==> src/rtl/servo_sched.sv <==
// -----------------------------------------------------------------------------
// servo_sched: multi-channel servo motion scheduler.
//
// A host writes per-channel target positions (0..255) over a valid/ready
// port. Once per frame, each channel's position is slewed toward its target
// by at most STEP. All channels then produce phase-aligned PWM pulses from
// one shared frame counter. The slew and the position-to-width multiply-add
// are shared across channels. They are time-multiplexed in an UPDATE window
// that occupies the last NUM_CH cycles of the frame.
//
// Ports:
//   clk          system clock
//   resetn       asynchronous active-low reset
//   wr_valid     host write request
//   wr_ready     scheduler can accept a write (low during UPDATE)
//   wr_ch        target channel index
//   wr_pos       target position
//   wr_err       one-cycle pulse: a write to a channel >= NUM_CH was accepted
//   ch_en        per-channel PWM enable, sampled every cycle
//   pwm          servo pulse outputs (registered)
//   at_target    channel position equals its target (registered)
//   frame_start  high in the cycle where the frame counter is 0
// -----------------------------------------------------------------------------
module servo_sched #(
    parameter int CLK_FREQUENCY = 12000000,
    parameter int NUM_CH        = 4,
    parameter int FRAME_HZ      = 50,
    parameter int MIN_US        = 1000,
    parameter int MAX_US        = 2000,
    parameter int STEP          = 4,
    parameter int CENTER        = 128
) (
    input  logic              clk,
    input  logic              resetn,
    input  logic              wr_valid,
    output logic              wr_ready,
    input  logic [3:0]        wr_ch,
    input  logic [7:0]        wr_pos,
    output logic              wr_err,
    input  logic [NUM_CH-1:0] ch_en,
    output logic [NUM_CH-1:0] pwm,
    output logic [NUM_CH-1:0] at_target,
    output logic              frame_start
);

    localparam int FRAME_TICKS = CLK_FREQUENCY / FRAME_HZ;
    localparam int MIN_TICKS   = int'((longint'(MIN_US) * longint'(CLK_FREQUENCY))
                                      / longint'(1000000));
    localparam int LSB_TICKS   = int'((longint'(MAX_US - MIN_US) * longint'(CLK_FREQUENCY))
                                      / longint'(256000000));
    localparam int UPD_START   = FRAME_TICKS - NUM_CH - 1;
    localparam int CNT_W       = ($clog2(FRAME_TICKS) > 18) ? $clog2(FRAME_TICKS) : 18;

    localparam logic [CNT_W-1:0] FRAME_LAST  = CNT_W'(FRAME_TICKS - 1);
    localparam logic [CNT_W-1:0] UPD_START_C = CNT_W'(UPD_START);
    // UPDATE ends one cycle early so that wr_ready is back during the
    // cycle in which the last channel is processed.
    localparam logic [CNT_W-1:0] UPD_LAST_C  = CNT_W'(FRAME_TICKS - 2);
    localparam bit               HAS_STALL   = (NUM_CH > 1);
    localparam logic [7:0]       CENTER_POS  = 8'(CENTER);
    localparam logic [CNT_W-1:0] WIDTH_RST   = CNT_W'(MIN_TICKS + CENTER * LSB_TICKS);
    localparam logic signed [8:0] STEP_S     = 9'(STEP);

    if (STEP < 1 || STEP > 255 || NUM_CH < 1 || NUM_CH > 16) begin : g_bad_cfg
        $error("servo_sched: STEP must be 1..255 and NUM_CH 1..16");
    end
    if (MIN_TICKS + 255 * LSB_TICKS >= UPD_START) begin : g_bad_timing
        $error("servo_sched: longest pulse overlaps the UPDATE window");
    end

    typedef enum logic {S_RUN, S_UPDATE} state_t;

    state_t            r_state;
    state_t            w_state_next;
    logic [CNT_W-1:0]  r_frame_cnt;
    logic              r_frame_start;
    logic              r_wr_ready;
    logic              r_wr_err;
    logic [7:0]        r_cur   [NUM_CH];
    logic [7:0]        r_tgt   [NUM_CH];
    logic [CNT_W-1:0]  r_width [NUM_CH];
    logic [NUM_CH-1:0] r_pwm;
    logic [NUM_CH-1:0] r_at_target;

    logic              w_wr_fire;
    logic              w_wr_ch_ok;
    logic              w_upd_active;
    logic [CNT_W-1:0]  w_upd_idx;
    logic [7:0]        w_sel_cur;
    logic [7:0]        w_sel_tgt;
    logic signed [8:0] w_diff;
    logic [7:0]        w_cur_new;
    logic [CNT_W-1:0]  w_width_new;

    assign w_wr_fire    = wr_valid && r_wr_ready;
    assign w_wr_ch_ok   = ({28'd0, wr_ch} < NUM_CH);
    assign w_upd_active = (r_frame_cnt > UPD_START_C);
    assign w_upd_idx    = r_frame_cnt - UPD_START_C - CNT_W'(1);

    // Next-state logic: leave RUN after the write slot at UPD_START; return
    // to RUN for the final frame cycle.
    always_comb begin
        // NOTE: assign a default before any branch so no path leaves the
        // variable unassigned, which would otherwise infer a latch.
        w_state_next = r_state;
        case (r_state)
            S_RUN:    if (HAS_STALL && r_frame_cnt == UPD_START_C) w_state_next = S_UPDATE;
            S_UPDATE: if (r_frame_cnt == UPD_LAST_C) w_state_next = S_RUN;
            default:  w_state_next = S_RUN;
        endcase
    end

    // Shared slew and multiply-add. The frame counter selects the channel
    // being processed in the UPDATE window.
    always_comb begin
        w_sel_cur = '0;
        w_sel_tgt = '0;
        for (int i = 0; i < NUM_CH; i++) begin
            if (w_upd_idx == CNT_W'(i)) begin
                w_sel_cur = r_cur[i];
                w_sel_tgt = r_tgt[i];
            end
        end
        w_diff = $signed({1'b0, w_sel_tgt}) - $signed({1'b0, w_sel_cur});
        // Stepping by STEP only happens when the target is more than STEP
        // away, so the result cannot leave 0..255.
        if (w_diff > STEP_S)       w_cur_new = w_sel_cur + 8'(STEP);
        else if (w_diff < -STEP_S) w_cur_new = w_sel_cur - 8'(STEP);
        else                       w_cur_new = w_sel_tgt;
        w_width_new = CNT_W'(MIN_TICKS) + CNT_W'(w_cur_new) * CNT_W'(LSB_TICKS);
    end

    always_ff @(posedge clk or negedge resetn) begin
        if (!resetn) begin
            r_state       <= S_RUN;
            r_frame_cnt   <= '0;
            r_frame_start <= 1'b0;
            r_wr_ready    <= 1'b0;
            r_wr_err      <= 1'b0;
        end else begin
            // NOTE: sequential state uses non-blocking assignments so every
            // register samples pre-edge values regardless of statement order.
            r_state       <= w_state_next;
            r_frame_cnt   <= (r_frame_cnt == FRAME_LAST) ? '0 : r_frame_cnt + CNT_W'(1);
            r_frame_start <= (r_frame_cnt == FRAME_LAST);
            r_wr_ready    <= (w_state_next == S_RUN);
            r_wr_err      <= w_wr_fire && !w_wr_ch_ok;
        end
    end

    // NOTE: the per-channel arrays are small register banks, not RAM, and
    // must hold CENTER from reset, so every entry is reset explicitly.
    always_ff @(posedge clk or negedge resetn) begin
        if (!resetn) begin
            for (int i = 0; i < NUM_CH; i++) begin
                r_cur[i]   <= CENTER_POS;
                r_tgt[i]   <= CENTER_POS;
                r_width[i] <= WIDTH_RST;
            end
            r_pwm       <= '0;
            r_at_target <= '1;
        end else begin
            for (int i = 0; i < NUM_CH; i++) begin
                if (w_wr_fire && w_wr_ch_ok && wr_ch == 4'(i)) begin
                    r_tgt[i] <= wr_pos;
                end
                if (w_upd_active && w_upd_idx == CNT_W'(i)) begin
                    r_cur[i]   <= w_cur_new;
                    r_width[i] <= w_width_new;
                end
                r_pwm[i]       <= (r_frame_cnt < r_width[i]) && ch_en[i];
                r_at_target[i] <= (r_tgt[i] == r_cur[i]);
            end
        end
    end

    assign wr_ready    = r_wr_ready;
    assign wr_err      = r_wr_err;
    assign pwm         = r_pwm;
    assign at_target   = r_at_target;
    assign frame_start = r_frame_start;

endmodule

==> config.mk <==
export PLATFORM = sky130hd
export DESIGN_NAME = servo_sched
export DESIGN_NICKNAME = d
export VERILOG_FILES = /design/src/rtl/servo_sched.sv
export SDC_FILE = /design/constraint.sdc
export NUM_CORES = 1
export LEC_CHECK = 0
export BUFFER_PORTS_ARGS = -buffer_cell sky130_fd_sc_hd__buf_2
export CAP_MARGIN = 20
export CORE_ASPECT_RATIO = 1.25
export CORE_UTILIZATION = 45
export CTS_CLUSTER_DIAMETER = 30
export DETAILED_ROUTE_END_ITERATION = 16
export PLACE_DENSITY = 0.72
export SYNTH_ARGS = -nofsm -noshare
export SYNTH_HDL_FRONTEND = slang
export SYNTH_SLANG_ARGS = --single-unit
==> constraint.sdc <==
create_clock -name clk -period 11.28 [get_ports clk]
set_input_delay 0 -clock clk [delete_from_list [all_inputs] [get_ports clk]]
set_output_delay 0 -clock clk [all_outputs]
set_load 0.02 [all_outputs]
==> results of run 1 <==
-- worst max-delay path: cells and delay by family, from the launching register on --
family / cells / cell delay (ns)
AOI/OAI and AO/OA: 12 / 3.49
and+or+nand+nor: 8 / 2.32
adders and majority gates: 5 / 2.10
buffers and inverters: 4 / 0.54
DFF: 1 / 0.52
muxes: 1 / 0.40
xor gates and xnor gates: 1 / 0.26
-- per-layer routing --
metal / track usage / part of all wire / vias up
li1: - / - / 3909
met1: 0.271 / 0.43 / 3786
met2: 0.409 / 0.51 / 178
met3: 0.0370 / 0.031 / 48
met4: 0.0928 / 0.035 / 0
met5: 0 / 0 / -
-- worst paths after layout --
| path | startpoint | cells after the start | slack [ns] | to |
|---|---|---|---|---|
| max in group asynchronous | resetn | 4 | 10.06 | at_target[3] |
| max | r_frame_cnt[12] | 31 | 1.50 | r_width[30] |
| max reg2reg | r_frame_cnt[12] | 31 | 1.50 | r_width[30] |
| min in group asynchronous | resetn | 2 | 0.14 | r_width[31] |
| min | wr_ch[1] | 3 | 0.06 | r_tgt[29] |
| min reg2reg | r_width[22] | 2 | 0.48 | r_width[22] |
-- Yosys cell counts (14+ instances only) --
library cell	n
nand4_1	14
xnor2_1	59
a21o_1	40
mux2_2	38
dfstp_2	36
o21ai_0	84
a21oi_1	51
nor2_1	66
nand2_1	138
dfrtp_1	110
nand3_1	21
ha_1	91
nor3_1	15
inv_1	110
clkbuf_1	36
o21ai_1	21
-- through the flow --
| stage | util | power [W] |
|---|---|---|
| finish | 0.518 | 0.00128 |
| global route | 0.518 | 0.00133 |
| CTS | 0.517 | 0.00129 |
| detailed placement | 0.483 | 0.000704 |
| global placement | 0.482 | 0.000699 |
| floorplan | - | 0.000659 |
-- power by group through the flow --
stage / sequential [W] / combinational [W] / clock [W]
5_1_grt: 0.000592 / 0.000124 / 0.000615
3_3_place_gp: 0.000594 / 0.000105 / 0
2_1_floorplan: 0.000588 / 0.0000703 / 0
4_1_cts: 0.000587 / 0.000112 / 0.000591
6_report: 0.000588 / 0.000113 / 0.000582
3_5_place_dp: 0.000596 / 0.000108 / 0
-- cells by family after synthesis --
kind of cell,synth area share
AO/OA/AOI/OAI,0.164
XOR/XNOR,0.0627
buffers and inverters,0.0590
AND/OR/NAND/NOR,0.153
multiplexers,0.0598
flip-flops,0.367
adder cells (fa/ha/maj),0.134
-- what timing repair did --
| item | in CTS | in global routing |
|---|---|---|
| resized for setup | 0 | 0 |
| hold buffers | 15 | 0 |
| hold endpoints to repair | 103 | 0 |
-- layout make-up --
class                      instances  area (sq um)
clock buffer                      18           429
clock inverter                    14           171
fill                            2003         10500
inverter                         112           420
multi-input combinational        809          5790
sequential                       146          3700
tap                              279           349
timing repair buffer              59           432
-- flip-flops by register name, indices dropped and copies added (netlist names) --
register	cells
pwm	4
at_target	4
r_frame_cnt	18
r_cur	32
frame_start	1
r_width	52
wr_ready	1
r_tgt	32
wr_err	1
r_state	1
==> flow_summary.ini, run 1 <==
[outcome]
status = complete, no violations

[worst_setup_path]
path_class = reg -> reg
start_kind = register
max_stage_delay_ns = 0.89
cp_max_fo = 19
cp-end-kind = register
critPathRequiredTime_ns = 11.57
crit_path_frequent_cell = o21ai_0
critical_path_arrival_ns = 10.07
slowest_stage = o31ai_2

[timing]
finalSetupViolCount = 0
worst_slack_ns = 1.50
finClkSkew_ns = 0.0123
relSlewSlack = 0.305
tightest_slew_ns = 1.04
slew_viol_final = 0
min_period_ns = 9.78
fin_crit_sh = 0.867
rsz0062_at_grt = no
finalHoldViolations = 0
holdWs_ns = 0.0581
fmax_ghz = 0.102
tns_ns = 0

[pwr]
power.internal_w = 0.000948
max-vdd-ir-drop_v = 0.000104
switching_share = 0.260
seqPwrFrac = 0.458
p_leak_nw = 4.84
pwr-share-comb = 0.088
power_per_cell_area_nw_per_um2 = 114
switchingPower_w = 0.000333
clkPwrFrac = 0.454

[min_path]
hold_path.class = in -> reg

[drt]
vias = 7921
drtAntennaViolNets = 0
first_pass_iters = 7
wire_per_inst_um = 17.1
vias_per_cell = 5.51
drcViolationCount = 0
wl_mm = 24.6
dr.first_iter.drc_count = 481

[floorplanning]
initial_utilization = 0.463
die_area_sq_um = 23000
coreArea_sq_um = 21800
die_h_um = 169
rows = 60
io_pins = 30
dieWidth_um = 136

[global_routing]
grt_pass1_wl_mm = 40.8
grt_max_degree = 81
grt-ovfl-total = 0
grt_usage = 0.229
grt_pass1_vias = 8004
antenna_found_initial = 0

[synthesis]
synth-edff-count = 0
syn_area_sq_um = 10100
yosysTopAreaCell = dfrtp_1
ys_seq_area_frac = 0.367
synth_top_area_share = 0.273
synth.distinct_cells = 75
yosys-top-cells-area = dfrtp_1 (27%), ha_1 (11%), dfstp_2 (9.4%), nand2_1 (5.1%), xnor2_1 (5.1%)
ys_warn_count = 0
syn_avg_cell_area_sq_um = 9.08
synthArstFlopShare = 1.00
synthFlopType = dfrtp_1
ys_ff_latch = 146
synth_nets = 1230
synth_cells = 1110

[cts]
clk_pin_slew_ns = 0.07
clockRootBuffer = clkbuf_16
clock_latency_ns = 0.43
clock-sinks = 146
ctsHtreeMaxLevel = 4
cts.path.max_buffers = 2
cts_setup_buffers = 0
cts_tree = done
cts_buffers = 17

[layout]
layout_commonest_cell = nand2_1
drive_gt1_frac = 0.144
areaGrowthSynthToFinish_pct = 12.0
antennaDiodeCount = 0
final_cell_mix = nand2_1 (138), inv_1 (110), dfrtp_1 (110), ha_1 (91), o21ai_0 (84)
stdcell_area_sq_um = 11300
final_net_count = 1265
layout.cells.non_filler = 1437

[place]
portBuffers = 29
dpl.hpwl_mm = 18.0
placed_cell_area_sq_um = 10500
place_congestion = 0.918
dpl_worst_slack_ns = 1.68
placed_cells = 1389

[job]
drv_cap = 0
(Power assumes the default switching activity.)
==> run 2: changes to the inputs <==
clock period = 9.02 ns   (was 11.28 ns; I/O delays follow)
==> run 2 against run 1 <==
- register-to-register slack got worse by 0.87 ns
- sequential share of layout area fell by 0.66 points
- largest power group unchanged
- wire length rose by 1.7%
- hold slack got worse by 0.013 ns
==> flow_summary.ini, run 2 (synthesis gave the netlist of run 1 again) <==
[floorplanning]
die_area_sq_um = 23000
dieWidth_um = 136
io_pins = 30
initial_utilization = 0.463
rows = 60
coreArea_sq_um = 21800
die_h_um = 169

[timing]
finClkSkew_ns = 0.00897
relSlewSlack = 0.360
tightest_slew_ns = 0.960
rsz0062_at_grt = no
finalHoldViolations = 0
fmax_ghz = 0.119
fin_crit_sh = 0.931
min_period_ns = 8.39
tns_ns = 0
slew_viol_final = 0
holdWs_ns = 0.0449
finalSetupViolCount = 0

[worst_setup_path]
r2r-start = r_frame_cnt[8]
reg2reg_to = r_width[66]
worst-r2r-cell-count = 33
slowest_stage = or4_4
cp_max_fo = 19
path_class = reg -> reg
start_kind = register
critPathRequiredTime_ns = 9.33
max_stage_delay_ns = 0.60
cp-end-kind = register
critical_path_arrival_ns = 8.70
r2r_setup_slack_ns = 0.63

[drt]
highest_layer = met4
wire_per_inst_um = 17.1
vias_per_cell = 5.59
drcViolationCount = 0
m1WireLength_mm = 10.7
wl_met2_mm = 12.3
wl_mm = 25.0
vias = 8163
drtAntennaViolNets = 0
dr_wl_met3_um = 966
first_pass_iters = 5
dr.first_iter.drc_count = 396

[global_routing]
grt_pass1_wl_mm = 41.0
grt_max_degree = 97
grt_usage = 0.231
grt-ovfl-total = 0
antenna_found_initial = 0
grt_pass1_vias = 8102

[place]
placed_cell_area_sq_um = 10700
place_congestion = 0.906
portBuffers = 29
dpl.hpwl_mm = 18.5

[cts]
clockRootBuffer = clkbuf_16
cts_tree = done
clock-sinks = 146
ctsHtreeMaxLevel = 4
cts_buffers = 17
cts.path.max_buffers = 2
clock_latency_ns = 0.43
clk_pin_slew_ns = 0.06

[layout]
final_cell_mix = nand2_1 (138), inv_1 (110), dfrtp_1 (103), ha_1 (90), o21ai_0 (84)
areaGrowthSynthToFinish_pct = 14.5
final_net_count = 1288
stdcell_area_sq_um = 11500
top_register = r_width
multiInputGateArea_sq_um = 5860
nFillCells = 1955
finish.utilization = 0.530
regArea_sq_um = 3710
drive_gt1_frac = 0.178
layout_commonest_cell = nand2_1
antennaDiodeCount = 0
reg.largest.list = r_width x52, r_cur x32, r_tgt x32
largest_reg_flops = 52

[pwr]
max-vdd-ir-drop_v = 0.000130
p_leak_nw = 4.98
power_per_cell_area_nw_per_um2 = 137

[outcome]
status = complete, no violations

[min_path]
min_to = r_tgt[24]
holdPathStages = 3
worstHoldStart = wr_ch[0]
hold_path.class = in -> reg

[job]
drv_cap = 0
## run 2: changes by cell type in the layout (fill, tap and decap cells not counted), sizes merged
cell | before | now
clkinv | 2 | 4
buf | 44 | 67
clkinvlp | 3 | 1
inv | 119 | 120
bufinv | 2 | 1
## run 2: how the worst max path moves through the flow
stage	startpoint	depth (start not counted)	to
floorplan	r_frame_cnt[12]	34	r_width[30]
global placement	r_frame_cnt[11]	33	r_width[14]
detailed placement	r_frame_cnt[11]	31	r_width[14]
CTS	r_frame_cnt[11]	32	r_width[14]
global route	r_frame_cnt[3]	36	r_width[30]
finish	r_frame_cnt[8]	33	r_width[66]
## run 2: power breakdown
| group | leakage [nW] | switching [W] | internal, W |
|---|---|---|---|
| Combinational | 2.86 | 0.0000711 | 0.0000723 |
| Clock | 0.285 | 0.000307 | 0.000395 |
| Sequential | 1.83 | 0.0000378 | 0.000696 |
| Total | 4.98 | 0.000416 | 0.00116 |
## run 2: critical path, delay by kind of cell (launching register included)
kind                       cells  cell delay, ns
buffers and inverters          8            1.00
muxes                          1            0.43
DFF                            1            0.49
adders and majority gates      5            1.78
and+or+nand+nor                3            0.90
xor gates and xnor gates       2            0.34
AOI/OAI and AO/OA             14            3.30
## run 2: metrics by stage
| stage | worst slack [ns] | instances | power (W) |
|---|---|---|---|
| floorplan | 0.442 | 1110 | 0.000824 |
| global placement | 0.438 | 1406 | 0.000877 |
| detailed placement | 0.224 | 1407 | 0.000882 |
| CTS | 0.0918 | 1454 | 0.00159 |
| global route | 0.000487 | 1460 | 0.00164 |
| finish | 0.625 | 1460 | 0.00158 |
## run 2: cell type report
| type | count | share of cell area |
|---|---|---|
| multi-input combinational | 809 | 0.507 |
| sequential | 146 | 0.321 |
| timing repair buffer | 82 | 0.0547 |
| clock buffer | 18 | 0.0380 |
| inverter | 112 | 0.0364 |
| tap | 279 | 0.0302 |
| clock inverter | 14 | 0.0122 |
## run 2: repair_timing
action	4_1_cts	5_1_grt
hold buffers	15	0
setup endpoints to repair	0	16
buffers inserted	0	5
endpoints found under the hold margin	114	0
gates resized for setup	0	23
## run 2: metal layers
layer / track usage / vias up
met5: 0 / -
met4: 0.108 / 0
met3: 0.0338 / 57
met2: 0.392 / 198
met1: 0.286 / 3951
li1: - / 3957
